$ cat src/rtl/hotspot_overlay.sv
// LCD timing generator with N-channel hotspot marker overlay, RGB565 out; all outputs registered (1 cycle after counter state).
// Free-running pixel stream with no backpressure; ena=0 freezes the counters and blanks the outputs.
module hotspot_overlay #(
    parameter int          H_ACTIVE = 480,
    parameter int          H_FP     = 2,
    parameter int          H_SYNC   = 41,
    parameter int          H_BP     = 2,
    parameter int          V_ACTIVE = 272,
    parameter int          V_FP     = 2,
    parameter int          V_SYNC   = 10,
    parameter int          V_BP     = 2,
    parameter int          N_SPOT   = 4,
    parameter int          RADIUS   = 4,
    parameter logic [15:0] BG_COLOR = 16'h0000
) (
    input  logic                  clk_pix,
    input  logic                  rst_n,
    input  logic                  ena,
    input  logic [16*N_SPOT-1:0]  spot_x_in,
    input  logic [16*N_SPOT-1:0]  spot_y_in,
    input  logic [N_SPOT-1:0]     spot_valid,
    input  logic [16*N_SPOT-1:0]  spot_color,
    input  logic [1:0]            mode,
    output logic                  syn_off0_hs,
    output logic                  syn_off0_vs,
    output logic                  out_de,
    output logic                  frame_start,
    output logic [15:0]           thd_rgb_data
);
    localparam int H_TOTAL = H_ACTIVE + H_FP + H_SYNC + H_BP;
    localparam int V_TOTAL = V_ACTIVE + V_FP + V_SYNC + V_BP;

    localparam logic [15:0] H_LAST = 16'(H_TOTAL - 1);
    localparam logic [15:0] V_LAST = 16'(V_TOTAL - 1);
    localparam logic [15:0] H_ACT  = 16'(H_ACTIVE);
    localparam logic [15:0] V_ACT  = 16'(V_ACTIVE);
    localparam logic [15:0] HS_BEG = 16'(H_ACTIVE + H_FP);
    localparam logic [15:0] HS_END = 16'(H_ACTIVE + H_FP + H_SYNC);
    localparam logic [15:0] VS_BEG = 16'(V_ACTIVE + V_FP);
    localparam logic [15:0] VS_END = 16'(V_ACTIVE + V_FP + V_SYNC);
    localparam logic [16:0] RAD    = 17'(RADIUS);

    logic [15:0]       h_cnt;
    logic [15:0]       v_cnt;
    logic [15:0]       sh_x     [N_SPOT];
    logic [15:0]       sh_y     [N_SPOT];
    logic [15:0]       sh_color [N_SPOT];
    logic [N_SPOT-1:0] sh_valid;
    logic [1:0]        sh_mode;

    logic              active;
    logic              hs_n;
    logic              vs_n;
    logic              h_last;
    logic              frame_last;
    logic [15:0]       pix_color;
    logic signed [16:0] dx;
    logic signed [16:0] dy;
    logic [16:0]       adx;
    logic [16:0]       ady;
    logic              in_sq;
    logic              hit;

    always_comb begin
        active     = (h_cnt < H_ACT) && (v_cnt < V_ACT);
        hs_n       = !((h_cnt >= HS_BEG) && (h_cnt < HS_END));
        vs_n       = !((v_cnt >= VS_BEG) && (v_cnt < VS_END));
        h_last     = (h_cnt == H_LAST);
        frame_last = h_last && (v_cnt == V_LAST);
    end

    // Scan from the highest channel down so the lowest-index hit overwrites last.
    always_comb begin
        pix_color = BG_COLOR;
        dx        = '0;
        dy        = '0;
        adx       = '0;
        ady       = '0;
        in_sq     = 1'b0;
        hit       = 1'b0;
        for (int i = N_SPOT - 1; i >= 0; i--) begin
            dx    = $signed({1'b0, h_cnt}) - $signed({1'b0, sh_x[i]});
            dy    = $signed({1'b0, v_cnt}) - $signed({1'b0, sh_y[i]});
            adx   = dx[16] ? $unsigned(-dx) : $unsigned(dx);
            ady   = dy[16] ? $unsigned(-dy) : $unsigned(dy);
            in_sq = (adx <= RAD) && (ady <= RAD);
            case (sh_mode)
                2'd0:    hit = in_sq;
                2'd1:    hit = in_sq && ((adx == RAD) || (ady == RAD));
                2'd2:    hit = ((dx == '0) && (ady <= RAD)) || ((dy == '0) && (adx <= RAD));
                default: hit = 1'b0;
            endcase
            if (sh_valid[i] && hit) begin
                pix_color = sh_color[i];
            end
        end
    end

    always_ff @(posedge clk_pix) begin
        if (!rst_n) begin
            h_cnt        <= '0;
            v_cnt        <= '0;
            sh_valid     <= '0;
            sh_mode      <= 2'd3;
            syn_off0_hs  <= 1'b1;
            syn_off0_vs  <= 1'b1;
            out_de       <= 1'b0;
            frame_start  <= 1'b0;
            thd_rgb_data <= '0;
        end else if (!ena) begin
            syn_off0_hs  <= 1'b1;
            syn_off0_vs  <= 1'b1;
            out_de       <= 1'b0;
            frame_start  <= 1'b0;
            thd_rgb_data <= '0;
        end else begin
            h_cnt <= h_last ? '0 : h_cnt + 16'd1;
            if (h_last) begin
                v_cnt <= (v_cnt == V_LAST) ? '0 : v_cnt + 16'd1;
            end
            // Shadow capture on the very last clock of the frame; the next frame renders from these only.
            if (frame_last) begin
                for (int i = 0; i < N_SPOT; i++) begin
                    sh_x[i]     <= spot_x_in[16*i +: 16];
                    sh_y[i]     <= spot_y_in[16*i +: 16];
                    sh_color[i] <= spot_color[16*i +: 16];
                end
                sh_valid <= spot_valid;
                sh_mode  <= mode;
            end
            syn_off0_hs  <= hs_n;
            syn_off0_vs  <= vs_n;
            out_de       <= active;
            frame_start  <= (h_cnt == '0) && (v_cnt == '0);
            thd_rgb_data <= active ? pix_color : 16'h0000;
        end
    end
endmodule

$ cat config.mk
export PLATFORM = sky130hd
export DESIGN_NAME = hotspot_overlay
export DESIGN_NICKNAME = d
export VERILOG_FILES = /design/src/rtl/hotspot_overlay.sv
export SDC_FILE = /design/constraint.sdc
export NUM_CORES = 1
export LEC_CHECK = 0
export CORE_MARGIN = 4
export CORE_UTILIZATION = 56
export CTS_CLUSTER_DIAMETER = 50
export DETAILED_ROUTE_END_ITERATION = 8
export GPL_TIMING_DRIVEN = 0
export PLACE_DENSITY_LB_ADDON = 0.3
export SETUP_SLACK_MARGIN = 0.1
export SYNTH_ARGS = -nofsm -noshare
export SYNTH_HDL_FRONTEND = slang
export SYNTH_SLANG_ARGS = --single-unit
$ cat constraint.sdc
create_clock -name clk_pix -period 15.11 [get_ports clk_pix]
set_clock_uncertainty 0.05 [all_clocks]
set_input_delay 1.511 -clock clk_pix [delete_from_list [all_inputs] [get_ports clk_pix]]
set_output_delay 1.511 -clock clk_pix [all_outputs]
set_load 0.01 [all_outputs]
==> flow_summary.yaml <==
status:
  status: "finished, final reports clean"
synth:
  synth_seq_cells: 250
  synth_cell_type_count: 92
  synthCells: 1945
  yosysSeqAreaShare_pct: 38.0
  synth_fp_nets: 2291
  yosys_most_used_dff: "edfxtp_1"
  yosys_warnings: 0
  synth-edff-count: 192
  synth_area_mm2: 0.0182
  synthArstFlopShare_pct: 0
  synth.avg_cell_area_um2: 9.36
pwr:
  power.leakage_nw: 8.72
  power_density_mw_per_mm2: 73.6
  max-vdd-ir-drop_uv: 100
die:
  die_area_mm2: 0.0355
  die_h_um: 188
  coreArea_mm2: 0.0318
  rows: 65
  ios: 221
  die_x_um: 188
  initial_core_util_pct: 57.3
global_routing:
  grt_max_degree: 79
  grt_pass1_vias: 15600
  grt_pass1_wl_um: 76600
  antenna_found_initial: 0
  overflow: 0
  grtUsageTotal_pct: 26.2
worst_setup_path:
  reg2reg_from: "h_cnt[0]"
  cp.arrival_ns: 6.53
  endpoint_kind: "flop"
  r2r-end: "thd_rgb_data[7]"
  crit_path_start_kind: "flop"
  critPathKind: "flop to flop"
  cp_data_required_time_ns: 15.45
  reg2reg_depth: 19
  reg2reg_slack_ns: 8.91
  critPathMaxFanout: 10
sta:
  finalSetupViolations: 0
  worst_pin_slew_ns: 1.19
  setup_tns_ns: 0
  finalHoldViolCount: 0
  clock.fmax_mhz: 161
  relSlewSlack_pct: 19.6
  maxSlewViolCount: 0
  min_period_ns: 6.20
  post-route-period-util_pct: 41.0
  rsz0062_at_grt: "no"
place:
  detailed_place_hpwl_um: 37100
  globalplace.congestion: 0.918
  port_buffers: 219
worst_hold_path:
  hp-class: "flop to flop"
  min_from: "sh_color[0][4]"
  holdPathEnd: "thd_rgb_data[4]"
  hold_path_depth: 1
clock_network:
  clock_sinks: 250
  cts-root-buf: "clkbuf_16"
  cts.repair.resized: 0
  cts_tree: "yes"
  clk_latency_ns: 0.52
  htreeDepth: 2
  clockBufferDepth: 3
  postCtsHoldBufs: 0
  cts_setup_buffers: 0
  clk_pin_slew_ns: 0.06
  cts-buffers-inserted: 34
drt:
  wirelength_um: 48900
  drc_errors: 0
  num_vias: 16100
  wl_per_cell_um: 18.4
  viasPerCell: 6.05
  drt_iter0_drc: 1158
  dr.pass1.iters: 6
  drtAntennaViolNets: 0
finish:
  drive_above_1_share_pct: 4.54
  layout_commonest_cell: "clkdlybuf4s50_1"
  num_antenna_cells: 0
  layout.filler_cells: 2457
  fin_nets: 2548
  final_core_util_pct: 69.7
  synthToLayoutAreaGrowth_pct: 21.7
  final_cell_mix: "clkdlybuf4s50_1, edfxtp_1, inv_1, nor2_1, ha_1"
flow_run:
  maxCapViolations: 0
[final cells by class]
type	instances	area, µm²	share of cell area, %
multi-input cells	1481	10400	47.2
flip-flops and latches	250	6930	31.3
repair buffers	221	2250	10.1
clock buffers	43	970	4.38
inverters	167	627	2.83
well taps	435	544	2.46
plain buffers	47	209	0.943
clock inverters	17	179	0.808
[synth_stat cells, drive strengths merged (6+ instances only)]
cell     number  area share [%]
nor3b        18            0.80
o21a         30             1.2
a211o        14            0.67
a32o         19             1.0
mux2          6            0.37
a311o        22             1.2
o211ai       18            0.74
nand4        27            0.93
a2111oi      12            0.58
buf          12            0.43
clkbuf       35            0.72
o21bai       11            0.45
ha          137             9.4
xnor2        61             3.0
a31oi        25            0.86
or2          11            0.38
o31a          9            0.43
a21oi       120             3.3
xor2         64             3.1
o2111ai       7            0.34
or4          13            0.56
nor2        138             2.8
and3         24            0.82
nand3b       13            0.54
nor4         25             1.1
nand3        53             1.5
nand2       126             2.6
o22ai         8            0.27
dfxtp        58             6.4
nor2b        38             1.3
a21boi        6            0.25
a211oi       24             1.0
edfxtp      192              32
a21o         36             1.5
fa            8            0.88
or3          25            0.86
nor3         55             1.5
o21ai       100             2.7
nand2b       36             1.2
inv         167             3.4
o31ai        13            0.54
mux2i        16            0.88
nor4b         6            0.29
or2b          7            0.29
and2          9            0.31
[power breakdown]
part           internal (mW)  total, mW  switching, mW
clock                  0.496      0.805          0.309
combinational         0.0559     0.0834         0.0275
sequential             0.740      0.742        0.00197
[worst max path at each step]
stage / to / cells past startpoint / startpoint
after detailed placement: thd_rgb_data[7] / 19 / h_cnt[0]
after global placement: sh_color[1][9] / 6 / ena
after CTS: thd_rgb_data[7] / 19 / h_cnt[0]
final: thd_rgb_data[7] / 19 / h_cnt[0]
after floorplan: sh_color[0][0] / 6 / ena
after global routing: thd_rgb_data[7] / 19 / h_cnt[0]
[sequential cells by signal, summed over array words and instances (netlist names)]
name,count
syn_off0_vs,1
out_de,1
sh_x,64
sh_color,64
thd_rgb_data,16
syn_off0_hs,1
sh_valid,4
h_cnt,16
frame_start,1
sh_y,64
v_cnt,16
sh_mode,2
[critical path: stages, from the launching register on]
cell and delay, ns:
dfxtp_1 0.34, inv_1 0.28, ha_1 0.22, inv_1 0.05, fa_1 0.43, a211oi_1 0.43, o21ai_0 0.29, a2111oi_1 0.63
o31ai_1 0.20, buf_2 0.22, xnor2_1 0.15, a21oi_1 0.07, a221oi_1 0.24, nand4_1 0.16, a211oi_1 0.44, a21oi_1 0.16
o41ai_2 0.70, clkbuf_1 0.42, or2b_1 0.27, a32o_1 0.30
[stage by stage]
| step | setup slack, ns | hold slack, ns | area [µm²] | power, mW | instances |
|---|---|---|---|---|---|
| after floorplan | 7.24 | 0.385 | 18200 | 0.777 | 1945 |
| after global placement | 5.10 | 0.387 | 20900 | 0.837 | 2599 |
| after detailed placement | 8.96 | 0.407 | 21000 | 0.839 | 2601 |
| after CTS | 8.94 | 0.419 | 22100 | 1.65 | 2661 |
| after global routing | 8.54 | 0.437 | 22100 | 1.68 | 2661 |
| final | 8.91 | 0.413 | 22100 | 1.63 | 2661 |
[cells by family after synthesis]
logic type | after synthesis | share of synthesized area (%)
xor+xnor | 125 | 6.05
buf+inv | 214 | 4.59
compound gates | 546 | 21.0
fa+ha+maj | 145 | 10.3
simple gates | 643 | 18.7
flops | 250 | 38.0
mux | 22 | 1.25
[layer usage]
metal  vias up  track usage [%]  share of wire [%]
li1       7878                -                  -
met1      7527             32.4                 41
met2       554             45.1                 48
met3       133             5.28                7.3
met4         0             10.9                4.1
met5         -                0                  0
No activity file was read; power rests on OpenSTA's default activity.
